--- src/rtl/result_argmax_buffer.sv ---
// Result FIFO with a sequential argmax engine that resolves one class per cycle for the head entry.
// Optional `RESULT_DROP_CNT_EN adds a saturating drop_cnt output counting writes refused while full.
module result_argmax_buffer #(
  parameter int NUM_CLASS = 5,
  parameter int DATA_W    = 32,
  parameter int DEPTH     = 4,
  localparam int IDX_W    = (NUM_CLASS > 1) ? $clog2(NUM_CLASS) : 1,
  localparam int CNT_W    = $clog2(DEPTH + 1)
) (
  input  logic                        clk,
  input  logic                        rst,
  input  logic                        wr_valid,
  input  logic [NUM_CLASS*DATA_W-1:0] wr_data,
  output logic                        wr_ready,
  input  logic                        rd_req,
  output logic                        rd_valid,
  output logic [IDX_W-1:0]            rd_index,
  output logic [DATA_W-1:0]           rd_max,
  output logic [CNT_W-1:0]            count,
  output logic                        busy
`ifdef RESULT_DROP_CNT_EN
  ,
  output logic [15:0]                 drop_cnt
`endif
);

  localparam int PTR_W = $clog2(DEPTH);
  localparam int VEC_W = NUM_CLASS * DATA_W;

  typedef enum logic [1:0] {IDLE, SCAN, DONE} state_e;

  logic [VEC_W-1:0]         mem_q [DEPTH];
  logic [PTR_W-1:0]         wr_ptr_q, wr_ptr_d;
  logic [PTR_W-1:0]         rd_ptr_q, rd_ptr_d;
  logic [CNT_W-1:0]         count_q, count_d;
  state_e                   state_q, state_d;
  logic [IDX_W-1:0]         scan_ptr_q, scan_ptr_d;
  logic [IDX_W-1:0]         idx_q, idx_d;
  logic signed [DATA_W-1:0] max_q, max_d;
  logic                     push, pop;
  logic [VEC_W-1:0]         head;
  logic signed [DATA_W-1:0] cand;

  function automatic logic signed [DATA_W-1:0] score_at(input logic [VEC_W-1:0] vec,
                                                        input logic [IDX_W-1:0] k);
    return $signed(vec[int'(k)*DATA_W +: DATA_W]);
  endfunction

  assign wr_ready = (count_q != CNT_W'(DEPTH));
  assign push     = wr_valid && wr_ready;
  assign pop      = (state_q == DONE) && rd_req;
  assign head     = mem_q[rd_ptr_q];
  assign cand     = score_at(head, scan_ptr_q);

  always_comb begin
    wr_ptr_d   = push ? wr_ptr_q + 1'b1 : wr_ptr_q;
    rd_ptr_d   = pop  ? rd_ptr_q + 1'b1 : rd_ptr_q;
    count_d    = count_q;
    state_d    = state_q;
    scan_ptr_d = scan_ptr_q;
    idx_d      = idx_q;
    max_d      = max_q;
    case ({push, pop})
      2'b10:   count_d = count_q + 1'b1;
      2'b01:   count_d = count_q - 1'b1;
      default: count_d = count_q;
    endcase
    case (state_q)
      IDLE: begin
        if (count_q != '0) begin
          max_d = score_at(head, '0);
          idx_d = '0;
          if (NUM_CLASS == 1) begin
            state_d = DONE;
          end else begin
            scan_ptr_d = IDX_W'(1);
            state_d    = SCAN;
          end
        end
      end
      SCAN: begin
        // strict compare keeps the lowest index on ties
        if (cand > max_q) begin
          max_d = cand;
          idx_d = scan_ptr_q;
        end
        if (scan_ptr_q == IDX_W'(NUM_CLASS - 1)) begin
          state_d = DONE;
        end else begin
          scan_ptr_d = scan_ptr_q + 1'b1;
        end
      end
      DONE: begin
        if (rd_req) state_d = IDLE;
      end
      default: state_d = IDLE;
    endcase
  end

  // Payload storage carries no reset; only occupied slots are ever read.
  always_ff @(posedge clk) begin
    if (push) mem_q[wr_ptr_q] <= wr_data;
  end

  always_ff @(posedge clk or posedge rst) begin
    if (rst) begin
      wr_ptr_q   <= '0;
      rd_ptr_q   <= '0;
      count_q    <= '0;
      state_q    <= IDLE;
      scan_ptr_q <= '0;
      idx_q      <= '0;
      max_q      <= '0;
    end else begin
      wr_ptr_q   <= wr_ptr_d;
      rd_ptr_q   <= rd_ptr_d;
      count_q    <= count_d;
      state_q    <= state_d;
      scan_ptr_q <= scan_ptr_d;
      idx_q      <= idx_d;
      max_q      <= max_d;
    end
  end

  assign rd_valid = (state_q == DONE);
  assign rd_index = rd_valid ? idx_q : '0;
  assign rd_max   = rd_valid ? max_q : '0;
  assign count    = count_q;
  assign busy     = (state_q == SCAN);

`ifdef RESULT_DROP_CNT_EN
  logic [15:0] drop_cnt_q, drop_cnt_d;

  always_comb begin
    drop_cnt_d = drop_cnt_q;
    if (wr_valid && !wr_ready && (drop_cnt_q != 16'hFFFF)) drop_cnt_d = drop_cnt_q + 16'd1;
  end

  always_ff @(posedge clk or posedge rst) begin
    if (rst) drop_cnt_q <= '0;
    else     drop_cnt_q <= drop_cnt_d;
  end

  assign drop_cnt = drop_cnt_q;
`endif

endmodule

--- config.mk ---
export PLATFORM = sky130hd
export DESIGN_NAME = result_argmax_buffer
export DESIGN_NICKNAME = d
export VERILOG_FILES = /design/src/rtl/result_argmax_buffer.sv
export SDC_FILE = /design/constraint.sdc
export NUM_CORES = 1
export LEC_CHECK = 0
export BUFFER_PORTS_ARGS = -buffer_cell sky130_fd_sc_hd__buf_2
export CAP_MARGIN = 20
export CELL_PAD_IN_SITES_DETAIL_PLACEMENT = 0
export CELL_PAD_IN_SITES_GLOBAL_PLACEMENT = 2
export CORE_MARGIN = 4
export CORE_UTILIZATION = 47
export CTS_CLUSTER_SIZE = 10
export DETAILED_ROUTE_END_ITERATION = 8
export GPL_TIMING_DRIVEN = 1
export PLACE_DENSITY = 0.9
export SYNTH_ARGS = -nofsm -noshare
export SYNTH_HDL_FRONTEND = slang
export SYNTH_SLANG_ARGS = --single-unit
--- constraint.sdc ---
create_clock -name clk -period 6.3 [get_ports clk]
set_clock_uncertainty 0.05 [all_clocks]
set_input_delay 0.315 -clock clk [delete_from_list [all_inputs] [get_ports clk]]
set_output_delay 0.315 -clock clk [all_outputs]
set_load 0.005 [all_outputs]
# Yosys cells after proc, flatten, opt, wreduce, memory -nomap -nowiden
# Memories as Yosys holds them, arrays and structs flattened.
# Index checks and enable logic that the tools add are counted.
dict set report word_totals {
  ff_bits 47
  ram_bits 640
  elab_cells 53
  out_inout_bits 41
  latch_bits 0
  romBits 0
  mem_count 1
}
# name words width rd rd_ports_with_merged_regs wr line
set memory_table {}
lappend memory_table {mem_q 4 160 1 0 1 32} ;# logic [VEC_W-1:0] mem_q [DEPTH];
dict set report classes {
  n_lt_le_gt_ge 1
  div 0
  n_mul 0
  n_reduce_logical 9
  n_eq_ne 11
  n_bitwise 0
  muxes 18
  addsub 5
  shifts 1
}
# cell count
set ops {}
lappend ops {{$shiftx A160 B9 Y32} 1}
lappend ops {{$mux W32} 3}
lappend ops {{$pmux W32 S2} 1}
lappend ops {{$gt A32 B32 Y1} 1}
lappend ops {{$pmux W3 S2} 3}
lappend ops {{$mux W3} 5}
lappend ops {{$reduce_and A3 Y1} 3}
lappend ops {{$add A3 B1 Y3 const B} 2}
lappend ops {{$mux W2} 3}
lappend ops {{$ne A2 B2 Y1 const B} 3}
lappend ops {{$pmux W2 S3} 1}
lappend ops {{$add A2 B1 Y2 const B} 2}
lappend ops {{$eq A2 B1 Y1 const B} 2}
lappend ops {{$eq A2 B2 Y1 const B} 2}
lappend ops {{$ne A2 B1 Y1 const B} 2}
lappend ops {{$reduce_bool A2 Y1} 2}
lappend ops {{$eq A3 B3 Y1 const B} 1}
lappend ops {{$ne A3 B3 Y1 const B} 1}
lappend ops {{$reduce_bool A3 Y1} 1}
lappend ops {{$sub A3 B1 Y3 const B} 1}
lappend ops {{$logic_and A1 B1 Y1} 2}
lappend ops {{$logic_not A2 Y1} 1}
lappend ops {{$mux W1} 2}

# Longest topological paths before layout
# Gate-level depths: netlist of run 1.
# An unclocked memory read counts as a cell.
dict set report logic_depth {
  depth_word 5
  ltp_mapped 16
  ltp_nobuf 11
}

# Worst setup path after synthesis of run 1
# Ideal clock, no wire load.
dict set report synth_timing {
  path_type {flip-flop to flip-flop}
  startpoint {register count_q[0] (netlist: count[0])}
  endpoint {memory mem_q[0][0] in the netlist's numbering, enable pin}
  setup_time_ps 540
  required_time_ps 5710
  path_stages_with_launch 4
  slack_ps 1323
  arrival_time_ps 4387
  synth_period_minus_slack_ps 4977
  cell_sequence {dfrtp_1 > inv_1 > nand3_1 > and3_1}
}
dict set report synth_between {
  elab_chain_cells 4
}
# element line
set synth_lines {}
lappend synth_lines {{start: declaration} 35} ;# logic [CNT_W-1:0] count_q, count_d;
lappend synth_lines {{start signal: assignment} 117} ;# count_q <= count_d;
lappend synth_lines {{$ne A3 B3 Y1} 49} ;# assign wr_ready = (count_q != CNT_W'(DEPTH));
lappend synth_lines {{via wr_ready} 14} ;# output logic wr_ready,
lappend synth_lines {{$logic_and A1 B1 Y1} 50} ;# assign push = wr_valid && wr_ready;
lappend synth_lines {{$mux W1} 102} ;# if (push) mem_q[wr_ptr_q] <= wr_data;
lappend synth_lines {{$mux W1 (not written as such)} 102}
lappend synth_lines {{end: declaration} 32}
# The timed path passes the listed nets, and every way through them passes these cells.

# Final worst setup path of run 1
dict set report layout_timing {
  startpoint {register rd_ptr_q[0]}
  endpoint {register max_q[5]}
}
dict set report layout_between {
  elab_chain_cells 5
  elab_cells_between_ends 8
  classes_between {1 x order compare; 1 x eq/ne; 1 x shift; 3 x mux; 1 x reduce/logical; 1 x memory}
}
# element line
set layout_lines {}
lappend layout_lines {{start: declaration} 34} ;# logic [PTR_W-1:0] rd_ptr_q, rd_ptr_d;
lappend layout_lines {{start signal: assignment} 116} ;# rd_ptr_q <= rd_ptr_d;
lappend layout_lines {{$mem_v2 Z4 W160 (*)} --}
lappend layout_lines {{$shiftx A160 B9 Y32} 46} ;# return $signed(vec[int'(k)*DATA_W +: DATA_W]);
lappend layout_lines {{$gt A32 B32 Y1} 83} ;# if (cand > max_q) begin
lappend layout_lines {{$ne A2 B1 Y1 (no source line)} --}
lappend layout_lines {{$reduce_and A3 Y1 (no source line)} --}
lappend layout_lines {{end signal: assignment} 121} ;# max_q <= max_d;
lappend layout_lines {{end: declaration} 39} ;# logic signed [DATA_W-1:0] max_q, max_d;
# Every way passes the cells marked *; elsewhere a longest branch is shown, timed or not. The select of a mux whose other input is x is not followed.
# A chain may end at the register's enable or synchronous reset.

==> results of run 1 <==
sequential cells by signal (all words and copies together), names as in the netlist:
| register | flops |
|---|---|
| max_q | 32 |
| rd_ptr_q | 2 |
| wr_ptr_q | 2 |
| scan_ptr_q | 3 |
| count | 3 |
| idx_q | 3 |
| state_q | 2 |
| mem_q | 640 |
path summary, 6_finish.rpt:
kind / startpoint / to / cells past startpoint
max: rd_ptr_q[0]$_DFFE_PP0P_ / max_q[5]$_DFFE_PP0P_ / 13
min: wr_valid / wr_ptr_q[0]$_DFFE_PP0P_ / 3
max reg2reg: rd_ptr_q[0]$_DFFE_PP0P_ / max_q[5]$_DFFE_PP0P_ / 13
min reg2reg: count[2]$_DFFE_PP0P_ / count[2]$_DFFE_PP0P_ / 1
max in group asynchronous: rst / rd_ptr_q[0]$_DFFE_PP0P_ / 4
min in group asynchronous: rst / count[0]$_DFFE_PP0P_ / 4
per-layer routing:
layer / vias to the layer above / part of all wire (%)
met5: - / 0.092
met4: 8 / 2.2
met3: 100 / 5.7
met2: 394 / 50
met1: 7171 / 42
li1: 6042 / -
cell families after synthesis:
group | count (synthesis) | synth area share [%]
xor+xnor | 6 | 0.192
mux | 260 | 18.3
fa+ha+maj | 40 | 1.86
compound gates | 64 | 1.72
simple gates | 86 | 1.48
flops | 687 | 74.6
buf+inv | 105 | 1.79
cell usage in the layout, fill, tap and decap left out, drive strengths merged, types with 2 or more instances in the layout:
cell | netlist | routed
and3 | 4 | 4
nor3 | 7 | 7
clkinv | 2 | 4
xor2 | 3 | 3
nand4 | 8 | 8
clkbuf | 23 | 133
dfrtp | 47 | 47
mux2 | 3 | 3
inv | 43 | 47
diode | 0 | 5
dlygate4sd3 | 0 | 162
and2 | 4 | 4
mux4 | 192 | 192
ha | 39 | 39
o21ai | 6 | 6
nor2 | 37 | 37
or4 | 2 | 2
nand2 | 13 | 13
a21oi | 17 | 17
xnor2 | 3 | 3
a21o | 2 | 2
a22o | 31 | 31
buf | 37 | 229
nor2b | 2 | 2
mux2i | 65 | 65
edfxtp | 640 | 640
nand3 | 7 | 7
per-stage QoR:
step           instances  hold WS [ns]  cell area (um2)  power [mW]  worst slack [ns]
2_1_floorplan       1248         0.354            27300        10.7              1.32
3_3_place_gp        2182         0.449            29300        12.0             0.839
3_5_place_dp        2182         0.463            29300        12.1             0.822
4_1_cts             2483        0.0272            33200        16.3             0.814
5_1_grt             2486        0.0886            33200        17.0             0.606
6_report            2488        0.0593            33200        16.1             0.908
worst max-delay path, delay by kind of cell, from the launching register on:
family | cells | cell delay [ns]
and+or+nand+nor | 4 | 1.43
muxes | 3 | 1.20
buffers and inverters | 2 | 0.86
DFF | 1 | 0.70
AOI/OAI and AO/OA | 3 | 0.67
adders and majority gates | 1 | 0.30
power breakdown:
group	leakage [nW]	total, mW	internal, mW	switching [mW]
Combinational	4.20	5.62	2.65	2.97
Clock	1.09	4.06	2.41	1.65
Sequential	6.43	6.45	6.12	0.331
Total	11.7	16.1	11.2	4.96
layout make-up:
class,count,area share (%)
diodes,5,0.0376
clock buffers,133,6.74
clock inverters,6,0.128
inverters,45,0.508
multi-input cells,456,19.5
flip-flops and latches,687,61.4
well taps,765,2.88
repair buffers,391,8.85
timing repair:
item                       CTS  global route
buffers inserted             0             0
hold endpoints to repair   688             0
setup endpoints to repair    0             0
hold buffers               162             0
==> results.py, run 1 <==
metrics = {
    "critical_path": {
        "cp_cell_sequence": "buf_4, mux4_2, mux4_2, a22o_1, ha_1, nand4_1, or4_4, o21a_1, and2_1, a21oi_1, nand3_4, buf_4, mux2i_1",
        "cp-end-kind": "flip-flop",
        "crit_path_max_incr_delay_ns": 0.70,
        "reg2reg_slack_ns": 0.91,
        "critPathKind": "reg2reg",
        "crit_path_top_delay_cell": "dfrtp_4",
        "worstPathArrival_ns": 5.80,
        "crit_path_start_kind": "flip-flop",
        "worstPathMaxFanout": 23,
        "crit_required_ns": 6.71,
    },
    "final_layout": {
        "layout-drive-gt1-share_pct": 30.4,
        "area_growth_pct": 21.7,
        "fin_nets": 1864,
        "fin_util_pct": 57.7,
        "ff_latch_area_mm2": 0.0204,
        "final.fill_count": 4148,
        "multi_input_area_mm2": 0.00648,
    },
    "global_routing": {
        "gr-total-overflow": 0,
        "antenna_found_initial": 10,
        "gr-max-usage-layer": "met2",
        "grt.total_usage_pct": 19.3,
        "use_met2_pct": 31.5,
        "grt_pass1_vias": 14800,
        "met1_usage_pct": 26.6,
        "grt_max_degree": 161,
        "grt_pass1_wl_mm": 91.9,
        "gr-usage-met3_pct": 4.06,
    },
    "routing": {
        "ant_nets": 0,
        "post_drt_wl_per_cell_um": 24.1,
        "viasPerCell": 5.51,
        "drcViolationCount": 0,
        "finalWirelength_mm": 59.9,
        "num_vias": 13700,
        "drt_pre_antenna_iters": 5,
        "drt-initial-drc-count": 1138,
    },
    "synthesis": {
        "synth_edf_count": 640,
        "yosysMostFrequentCell": "edfxtp_1",
        "synth_nets": 1452,
        "synthTopCellsByCount": "640 x edfxtp_1, 192 x mux4_2, 65 x mux2i_1",
        "ys_warn_count": 0,
        "seq_area_frac_synth_pct": 74.6,
        "netlist_area_mm2": 0.0273,
        "synth_area_leaders": "edfxtp_1 70%, mux4_2 16%, dfrtp_1 4.3%, mux2i_1 2.4%, ha_1 1.8%",
        "yosysTopAreaCellShare_pct": 70.3,
        "synth_ff_type": "edfxtp_1",
        "async_flop_share_pct": 6.84,
        "synth.ff_latch_count": 687,
        "synth_cell_type_count": 42,
        "synth_top_area_cell": "edfxtp_1",
        "syn_area_per_cell_um2": 21.9,
        "synthCells": 1248,
    },
    "die": {
        "pin_count": 205,
        "fp-row-count": 88,
        "die_area_mm2": 0.0621,
        "start_util_pct": 47.5,
        "coreArea_mm2": 0.0576,
        "dieHeight_um": 249,
        "die_w_um": 249,
    },
    "sta": {
        "hold_viol": 0,
        "finalCritPeriodShare_pct": 85.6,
        "max_freq_mhz": 185,
        "maxSlewViolCount": 0,
        "setup_violations": 0,
        "tightest_slew_ns": 1.08,
        "fin_crit_ns": 5.39,
        "rsz0062_at_grt": "no",
        "slew_headroom_pct": 28.1,
        "setup_tns_ns": 0,
    },
    "clock_network": {
        "cts_root_buffer": "clkbuf_16",
        "numCtsBuffers": 79,
        "clk_pin_slew_ns": 0.06,
        "clock_latency_ns": 0.60,
        "ctsHtreeMaxLevel": 3,
        "clockBufferDepth": 3,
        "cts.sinks": 687,
        "cts_resized": 0,
        "cts_tree": "yes",
    },
    "placement": {
        "gp_congestion": 0.731,
        "hpwlAfterDp_mm": 34.9,
        "io_buffer_count": 204,
    },
    "power": {
        "ir_worst_vdd_uv": 376,
        "p_leak_nw": 11.7,
        "power_density_mw_per_mm2": 485,
    },
    "run": {
        "cap_violations": 0,
    },
    "run_status": {
        "outcome": "finished clean",
    },
    "worst_hold_path": {
        "hp-class": "in2reg",
    },
}
No activity file was read; power rests on OpenSTA's default activity.
==> run 2: changes to the inputs <==
--- a/config.mk
+++ b/config.mk
@@ -10,11 +10,11 @@
 export CELL_PAD_IN_SITES_DETAIL_PLACEMENT = 0
 export CELL_PAD_IN_SITES_GLOBAL_PLACEMENT = 2
 export CORE_MARGIN = 4
-export CORE_UTILIZATION = 47
+export CORE_UTILIZATION = 30
 export CTS_CLUSTER_SIZE = 10
 export DETAILED_ROUTE_END_ITERATION = 8
 export GPL_TIMING_DRIVEN = 1
-export PLACE_DENSITY = 0.9
+export PLACE_DENSITY = 0.66
 export SYNTH_ARGS = -nofsm -noshare
 export SYNTH_HDL_FRONTEND = slang
 export SYNTH_SLANG_ARGS = --single-unit
==> run 2 against run 1 <==
  * Total power up 2.2%
  * Maximum frequency is 0.37% lower
  * Flip-flop and latch count stayed put
  * Cell count is 17% higher
  * Global-route usage down 5.4 points
  * Critical path type unchanged
==> results.py, run 2 (synthesis gave the netlist of run 1 again) <==
metrics = {
    "run_status": {
        "outcome": "finished clean",
    },
    "sta": {
        "max_freq_mhz": 185,
        "maxSlewViolCount": 0,
        "setup_violations": 0,
        "fin_crit_ns": 5.41,
        "slew_headroom_pct": 32.9,
        "setup_tns_ns": 0,
        "finalCritPeriodShare_pct": 85.9,
        "hold_viol": 0,
        "tightest_slew_ns": 1.01,
        "rsz0062_at_grt": "no",
    },
    "global_routing": {
        "gr-total-overflow": 0,
        "grt.total_usage_pct": 13.9,
        "grt_pass1_wl_mm": 98.3,
        "grt_max_degree": 104,
        "antenna_found_initial": 16,
        "grt_pass1_vias": 14800,
    },
    "critical_path": {
        "crit_path_max_incr_delay_ns": 0.70,
        "worstPathMaxFanout": 19,
        "timing.rr.end": "max_q[11]$_DFFE_PP0P_",
        "worstPathArrival_ns": 5.84,
        "crit_family": "simple AND/OR/NAND/NOR gates",
        "r2r.worst_path.cells": 14,
        "cp-end-kind": "flip-flop",
        "regToRegStartpoint": "rd_ptr_q[0]$_DFFE_PP0P_",
        "cp.depth": 14,
        "cp_cell_sequence": "buf_12, buf_4, mux4_2, mux4_2, a22o_1, ha_1, nand4_1, or4_4, o21a_1, and2_1, a21oi_1, nand3_4, buf_4, mux2i_1",
        "crit_path_start_kind": "flip-flop",
        "critPathKind": "reg2reg",
        "reg2reg_slack_ns": 0.89,
        "crit_path_top_delay_cell": "dfrtp_4",
        "crit_buf_inv": 3,
        "crit_required_ns": 6.73,
    },
    "clock_network": {
        "cts_resized": 0,
        "clockBufferDepth": 3,
        "cts_tree": "yes",
        "clk_pin_slew_ns": 0.06,
        "cts_root_buffer": "clkbuf_16",
        "clock_latency_ns": 0.61,
        "ctsHtreeMaxLevel": 3,
        "cts.sinks": 687,
        "numCtsBuffers": 79,
        "cts_setup_buffers": 0,
    },
    "placement": {
        "gp_congestion": 0.687,
        "dpl_cell_area_mm2": 0.0300,
        "hpwlAfterDp_mm": 41.2,
        "io_buffer_count": 204,
    },
    "power": {
        "power_density_mw_per_mm2": 485,
        "total_power_mw": 16.5,
        "p_leak_nw": 11.8,
        "seqPwrFrac_pct": 39.1,
        "p_int_mw": 11.4,
        "p_sw_share_pct": 31.1,
        "ir_worst_vdd_uv": 204,
        "p_sw_mw": 5.12,
        "clkPwrFrac_pct": 25.6,
        "combPwrFrac_pct": 35.3,
    },
    "die": {
        "fp-row-count": 110,
        "coreArea_mm2": 0.0901,
        "pin_count": 205,
        "dieHeight_um": 310,
        "start_util_pct": 30.3,
        "die_w_um": 310,
        "die_area_mm2": 0.0960,
    },
    "routing": {
        "ant_nets": 0,
        "post_drt_wl_per_cell_um": 22.8,
        "drcViolationCount": 0,
        "wl_met2_mm": 33.4,
        "viasPerCell": 4.68,
        "drt-initial-drc-count": 949,
        "finalWirelength_mm": 66.6,
        "drt_pre_antenna_iters": 5,
        "num_vias": 13600,
        "m1WireLength_mm": 28.8,
        "wl_met3_mm": 3.03,
        "top_layer": "met5",
    },
    "final_layout": {
        "final_cell_mix": "640 x edfxtp_1, 204 x buf_2, 192 x mux4_2, 162 x dlygate4sd3_1, 85 x clkbuf_16",
        "layout-drive-gt1-share_pct": 30.7,
        "area_growth_pct": 24.4,
        "largest_reg_flops": 640,
        "final_area_mm2": 0.0340,
        "final_common_cell": "edfxtp_1",
        "top_regs": "mem_q (640), max_q (32)",
        "top_register": "mem_q",
        "fin_nets": 1868,
    },
    "run": {
        "cap_violations": 0,
    },
    "worst_hold_path": {
        "holdCritStartpoint": "wr_valid",
        "hp-class": "in2reg",
        "whs_path_depth": 3,
        "hold_end": "wr_ptr_q[0]$_DFFE_PP0P_",
    },
}
run 2: cell count changes in the layout (fill, tap and decap cells not counted), moves of 3 or more:
| cell | before | now |
|---|---|---|
| clkbuf_16 | 81 | 85 |
| buf_4 | 16 | 13 |
| clkbuf_1 | 50 | 57 |
| clkinv_1 | 4 | 0 |
| diode_2 | 5 | 9 |
| inv_6 | 4 | 0 |
| buf_12 | 9 | 16 |
run 2: repair_timing:
| item | in CTS | in global routing |
|---|---|---|
| endpoints found under the hold margin | 688 | 0 |
| endpoints found under the setup margin | 0 | 0 |
| hold buffers | 162 | 0 |
run 2: metrics by stage:
stage          std cells  setup slack, ns  utilization (%)  hold WS, ns
2_1_floorplan       1248             1.32                -        0.354
3_3_place_gp        2597            0.732             33.2        0.444
4_1_cts             2905            0.737             37.7       0.0414
5_1_grt             2912            0.526             37.7       0.0815
3_5_place_dp        2597            0.752             33.2        0.466
6_report            2914            0.887             37.7       0.0853
run 2: layout make-up:
cell class                      count  area [um2]
Inverter                           45         169
Sequential cell                   687       20400
Clock buffer                      144        2370
Tap cell                         1176        1470
Antenna cell                        9        22.5
Clock inverter                      2        25.0
Timing Repair Buffer              395        3060
Fill cell                        8154       56100
Multi-Input combinational cell    456        6480
run 2: worst max-delay path by stage:
stage                                 start               endpoint  slack [ns]
finish              rd_ptr_q[0]$_DFFE_PP0P_  max_q[11]$_DFFE_PP0P_        0.89
global placement    rd_ptr_q[0]$_DFFE_PP0P_   max_q[4]$_DFFE_PP0P_        0.73
floorplan              count[0]$_DFFE_PP0P_  mem_q[0][0]$_DFFE_PP_        1.32
CTS                 rd_ptr_q[0]$_DFFE_PP0P_   max_q[9]$_DFFE_PP0P_        0.74
global route        rd_ptr_q[0]$_DFFE_PP0P_  max_q[11]$_DFFE_PP0P_        0.53
detailed placement  rd_ptr_q[0]$_DFFE_PP0P_   max_q[9]$_DFFE_PP0P_        0.75
run 2: power by group through the flow:
stage / Sequential [mW] / Clock (mW) / Combinational, mW
floorplan: 6.47 / 0 / 4.25
finish: 6.44 / 4.23 / 5.82
global placement: 6.50 / 0 / 5.87
CTS: 6.45 / 4.35 / 6.00
global route: 6.52 / 4.55 / 6.38
detailed placement: 6.54 / 0 / 5.89
run 2: tightest hold or removal path, delay by kind of cell:
kind | cells | cell delay (ns)
xor gates and xnor gates | 1 | 0.09
buffers and inverters | 1 | 0.13
and+or+nand+nor | 1 | 0.15
run 2: routing by layer:
metal / vias up / track usage [%]
li1: 6050 / -
met1: 7206 / 18.3
met2: 287 / 23.5
met3: 86 / 2.70
met4: 10 / 3.92
met5: - / 0
